<file path="src/rtl/lc2k_alu_stage.sv">
// LC2K execute stage: ALU (add/nor/sub-compare/pass) feeding a registered output
// backed by a one-entry skid buffer, plus a count of results handed downstream.
module lc2k_alu_stage (
    input  logic        clk,
    input  logic        reset,
    input  logic        flush,
    input  logic        inValid,
    output logic        inReady,
    input  logic [31:0] aluValA,
    input  logic [31:0] aluValB,
    input  logic [1:0]  aluOp,
    input  logic [2:0]  inDest,
    output logic        outValid,
    input  logic        outReady,
    output logic [31:0] aluResult,
    output logic        aluEqual,
    output logic [2:0]  outDest,
    output logic [15:0] opCount
);

    localparam logic [1:0] OP_ADD   = 2'd0;
    localparam logic [1:0] OP_NOR   = 2'd1;
    localparam logic [1:0] OP_EQ    = 2'd2;

    logic [31:0] w_result;
    logic        w_equal;
    logic        w_accept;
    logic        w_fire;

    logic        r_out_valid;
    logic [31:0] r_out_result;
    logic        r_out_equal;
    logic [2:0]  r_out_dest;

    logic        r_skid_valid;
    logic [31:0] r_skid_result;
    logic        r_skid_equal;
    logic [2:0]  r_skid_dest;

    logic [15:0] r_op_count;

    always_comb begin
        w_result = aluValB;
        case (aluOp)
            OP_ADD:  w_result = aluValA + aluValB;
            OP_NOR:  w_result = ~(aluValA | aluValB);
            OP_EQ:   w_result = aluValA - aluValB;
            default: w_result = aluValB;
        endcase
    end

    assign w_equal  = (aluValA == aluValB);
    // inReady depends only on the skid flop, so no outReady-to-inReady path exists.
    assign w_accept = inValid && !r_skid_valid;
    assign w_fire   = r_out_valid && outReady;

    always_ff @(posedge clk) begin
        if (reset) begin
            r_out_valid   <= 1'b0;
            r_out_result  <= '0;
            r_out_equal   <= 1'b0;
            r_out_dest    <= '0;
            r_skid_valid  <= 1'b0;
            r_skid_result <= '0;
            r_skid_equal  <= 1'b0;
            r_skid_dest   <= '0;
            r_op_count    <= '0;
        end else begin
            if (w_fire) begin
                r_op_count <= r_op_count + 16'd1;
            end

            if (flush) begin
                r_out_valid  <= 1'b0;
                r_skid_valid <= 1'b0;
            end else if (!r_out_valid || w_fire) begin
                if (r_skid_valid) begin
                    r_out_valid  <= 1'b1;
                    r_out_result <= r_skid_result;
                    r_out_equal  <= r_skid_equal;
                    r_out_dest   <= r_skid_dest;
                    r_skid_valid <= 1'b0;
                end else if (w_accept) begin
                    r_out_valid  <= 1'b1;
                    r_out_result <= w_result;
                    r_out_equal  <= w_equal;
                    r_out_dest   <= inDest;
                end else begin
                    r_out_valid  <= 1'b0;
                end
            end else if (w_accept) begin
                // OUT is stalled: park the new entry behind it.
                r_skid_valid  <= 1'b1;
                r_skid_result <= w_result;
                r_skid_equal  <= w_equal;
                r_skid_dest   <= inDest;
            end
        end
    end

    assign inReady   = !r_skid_valid;
    assign outValid  = r_out_valid;
    assign aluResult = r_out_result;
    assign aluEqual  = r_out_equal;
    assign outDest   = r_out_dest;
    assign opCount   = r_op_count;

endmodule
</file>
<file path="config.mk">
export PLATFORM = sky130hd
export DESIGN_NAME = lc2k_alu_stage
export DESIGN_NICKNAME = d
export VERILOG_FILES = /design/src/rtl/lc2k_alu_stage.sv
export SDC_FILE = /design/constraint.sdc
export NUM_CORES = 1
export LEC_CHECK = 0
export ABC_AREA = 1
export CAP_MARGIN = 20
export CORE_MARGIN = 2
export CORE_UTILIZATION = 35
export DETAILED_ROUTE_END_ITERATION = 12
export SYNTH_ARGS = -nofsm -noshare
export SYNTH_HDL_FRONTEND = slang
export SYNTH_SLANG_ARGS = --single-unit
</file>
<file path="constraint.sdc">
create_clock -name clk -period 2.45 [get_ports clk]
set_clock_uncertainty 0.15 [all_clocks]
set_input_delay 0.735 -clock clk [delete_from_list [all_inputs] [get_ports clk]]
set_output_delay 0.735 -clock clk [all_outputs]
set_load 0.01 [all_outputs]
</file>
==> qor.csv, run 1 <==
stage,metric,value,unit
grt,largest net degree at the start of global routing,57,
finish,nets,2353,
critical_path,Reg-to-Reg End,opCount[14],
power,Combinational Power Share,0.557,
critical_path,WS Path Type,input port to register,
synthesis,"FF+latch count, synth",90,
critical_path,FF-to-FF path depth,12,
synthesis,post-synth top area share,0.206,
critical_path,slowest CP cell,fa_2,
power,Leak,8.58,nW
synthesis,post-synth cell types,47,
die,initial core utilization,0.355,
flow_run,max cap viols,0,
sta,period utilization,1.04,
grt,antenna violations before repair,0,
critical_path,slowest cell delay on critical path,440,ps
placed_design,DP Area,0.0141,sq mm
power,fraction of power spent switching nets,0.398,
power,sequential power share,0.242,
grt,vias in the first global route,12400,
sta,Final WS setup,-91.4,ps
critical_path,CP arrival,2610,ps
grt,first-pass GRT wire length,63600,um
detailed_routing,post-route ant nets,0,
synthesis,Post-synth ARST share,0,
finish,share of cells above drive strength 1,0.491,
hold_path,Hold Path Origin,aluResult[5],
sta,maximum clock rate,0.393,GHz
synthesis,synthesis warning total,0,
finish,Syn-to-layout area delta,77.9,%
placed_design,Cells after DPL,2480,
cts,cts bufs inserted,9,
synthesis,Post-Syn Instances,1740,
hold_path,Min-Delay Path Class,register to register,
placed_design,gpl congestion,1.00,
power,Max IR drop VDD,403,uV
synthesis,Post-synth EDFFs,0,
synthesis,"top cells by area, synth","nand2_1 (21%), dfxtp_1 (18%), ha_1 (12%), inv_1 (11%), nand3_1 (6.8%)",
grt,gr usage total,0.276,
placed_design,Detail Placement HPWL,32200,um
sta,worst-margin pin slew,592,ps
power,Pwr per Cell Area,361,mW/mm^2
cts,Root Driver,clkbuf_16,
power,P_int,3.81,mW
cts,cts hold-fix bufs,0,
placed_design,Setup WS pre-CTS,-1100,ps
cts,Sink Count,90,
finish,Final Cell Area,0.0175,sq mm
detailed_routing,total wire length,42000,um
sta,RSZ-0062 raised after global routing,true,
detailed_routing,Residual DRC,0,
detailed_routing,Routed WL per cell,16.4,um
cts,CTS tree,yes,
grt,grt ovf,0,
outcome,failing checks,setup timing,
outcome,status,"complete, but fails checks",
power,Clk network pwr share,0.201,
placed_design,IO buf count,127,
cts,"CTS clk-pin slew, worst paths",60,ps
power,switching power,2.52,mW
cts,H-tree levels,3,
critical_path,crit path max fanout,4,
die,Die H,172,um
synthesis,post-synthesis cell area,0.00986,sq mm
die,core box area,0.0278,sq mm
critical_path,cell chain of the critical path,buf_8 -> ha_4 -> fa_2 -> nand3_4 -> nand3_4 -> a21oi_4 -> buf_6 -> nand2_2 -> nand3_2 -> nand3_2 -> a21oi_4 -> a21oi_2 -> o21ai_1 -> a21oi_1,
synthesis,largest area contributor in the netlist,nand2_1,
hold_path,hold depth,2,
sta,min cycle time layout,2540,ps
synthesis,post-synthesis net count,1914,
finish,diode count,0,
synthesis,register area share after synthesis,0.183,
detailed_routing,via count of the routed design,12700,
sta,"Slew Viols, Final",0,
synthesis,Mean Syn Cell Area,5.66,sq um
die,row cnt,61,
detailed_routing,1st-pass router iterations,5,
finish,Final Util,0.631,
sta,final hold violations,0,
detailed_routing,initial drt markers,656,
critical_path,CP endpoint kind,register,
critical_path,R2R setup slack,350,ps
critical_path,Worst EP required,2520,ps
sta,Rel. slew slack,0.606,
die,die area,0.0295,sq mm
sta,final setup fails,25,
critical_path,launch point of the worst reg-to-reg path,opCount[1],
hold_path,hold endpoint,aluResult[5],
die,I/O Pins,128,
synthesis,commonest register cell after synthesis,dfxtp_1,
cts,Clock Latency Late Sink,340,ps
detailed_routing,via/cell ratio,4.95,
critical_path,crit path launch type,input port,
finish,Finished Layout Cells,2561,
die,Die X-Extent,172,um
cts,Longest Clk Path Bufs,2,
## layer usage
layer	share of wire	global-route usage	vias to the layer above
met5	0	0	-
met4	0.055	0.133	0
met3	0.047	0.0283	103
met2	0.48	0.481	371
met1	0.42	0.340	5876
li1	-	-	6337
## cell usage in the layout, fill, tap and decap left out, types with 4 or more instances in the layout
master,netlist,final
buf_4,3,292
inv_1,297,178
buf_12,0,17
buf_2,29,15
a21oi_4,0,14
clkbuf_16,0,9
clkdlybuf4s15_1,0,4
a21oi_2,5,40
nand2_1,540,327
a21oi_1,130,81
inv_2,9,96
nor2_1,152,90
clkdlybuf4s50_1,0,62
o21bai_1,9,7
nand3_2,6,56
o21ai_1,6,16
nand4_1,25,25
nor3_4,3,7
o21ai_0,87,70
o21ai_2,0,4
nand3_4,0,17
nand2_4,0,58
buf_8,0,13
ha_1,98,56
nand2_8,0,5
nor3_2,3,8
nand3_1,134,67
ha_2,0,9
a21boi_2,0,4
inv_4,0,29
nor2_4,3,51
o211ai_1,7,7
dfxtp_1,90,90
ha_4,0,33
nand2_2,5,155
nor2_2,12,26
buf_6,2,88
## area by class of cell
class                           instances  area, sq um
Fill cell                            2588        10200
Clock inverter                          5         31.3
Timing Repair Buffer                  497         4500
Sequential cell                        90         1800
Multi-Input combinational cell       1273         9250
Inverter                              308         1250
Tap cell                              378          473
Clock buffer                           10          239
## worst max path at each step
stage / start / to / slack [ps] / cells after the start
floorplan: aluValB[2] / aluResult[31] / -10 / 18
detailed placement: aluValB[10] / aluResult[31] / -1100 / 18
global route: aluValA[0] / aluResult[8] / -180 / 14
CTS: aluValA[0] / aluResult[30] / -60 / 19
global placement: aluValB[10] / aluResult[31] / -1110 / 18
finish: aluValA[0] / aluResult[8] / -90 / 14
## Yosys cell counts (3+ instances only)
cell type / instances
a21oi_1: 130
inv_1: 297
nor3_4: 3
nand3_1: 134
nor2_2: 12
nand2_2: 5
nand4_1: 25
buf_2: 29
o21bai_1: 9
a211oi_1: 3
inv_2: 9
nor3_1: 12
a21oi_2: 5
ha_1: 98
nor3_2: 3
o21ai_1: 6
o21ai_0: 87
buf_4: 3
nor2_4: 3
nor2_1: 152
a31oi_1: 3
nand2_1: 540
clkbuf_1: 32
nand3_2: 6
a21boi_0: 8
o211ai_1: 7
dfxtp_1: 90
a21o_1: 3
## worst max-delay path: cells and delay by family
kind                     cells  cell delay, ps
AND/OR/NAND/NOR              5             360
AO/OA/AOI/OAI                5             670
buffers and inverters        2             230
adder cells (fa/ha/maj)      2             600
## stage by stage
stage / hold slack (ps) / setup TNS, ps / power (mW)
after floorplan: 286 / -27.7 / 2.87
final: 309 / -793 / 6.33
after global routing: 332 / -4160 / 6.65
after detailed placement: 302 / -61220 / 4.11
after global placement: 297 / -59580 / 4.09
after CTS: 310 / -567 / 5.93
## kinds of logic after synthesis
family | count (synthesis) | synth area share
AOI/OAI and AO/OA | 269 | 0.150
DFF | 90 | 0.183
buffers and inverters | 377 | 0.150
adders and majority gates | 100 | 0.128
xor gates and xnor gates | 2 | 0.00178
and+or+nand+nor | 902 | 0.387
## what timing repair did
| action | 4_1_cts | 5_1_grt |
|---|---|---|
| buffers inserted | 46 | 23 |
| pin swaps | 231 | 216 |
| gates resized for setup | 735 | 335 |
| endpoints found under the setup margin | 65 | 51 |
| endpoints found under the hold margin | 0 | 0 |
| cloned | 0 | 0 |
## state kept, by name, summed over array words and instances, names as in the netlist, 3 cells and up
register	count
aluResult	32
r_skid_result	32
opCount	16
outDest	3
r_skid_dest	3
## power by group through the flow
stage	clock, mW	sequential [mW]	combinational [mW]
4_1_cts	1.30	1.53	3.10
2_1_floorplan	0	1.58	1.29
3_5_place_dp	0	1.57	2.54
5_1_grt	1.35	1.54	3.76
3_3_place_gp	0	1.57	2.53
6_report	1.27	1.53	3.53
Power figures use the tool's default switching activity.
==> run 2, diff against run 1 <==
GPL_TIMING_DRIVEN = 1   (was default)
==> results of run 2 <==
No change in the layout: final DEF, timing and power equal those of run 1.
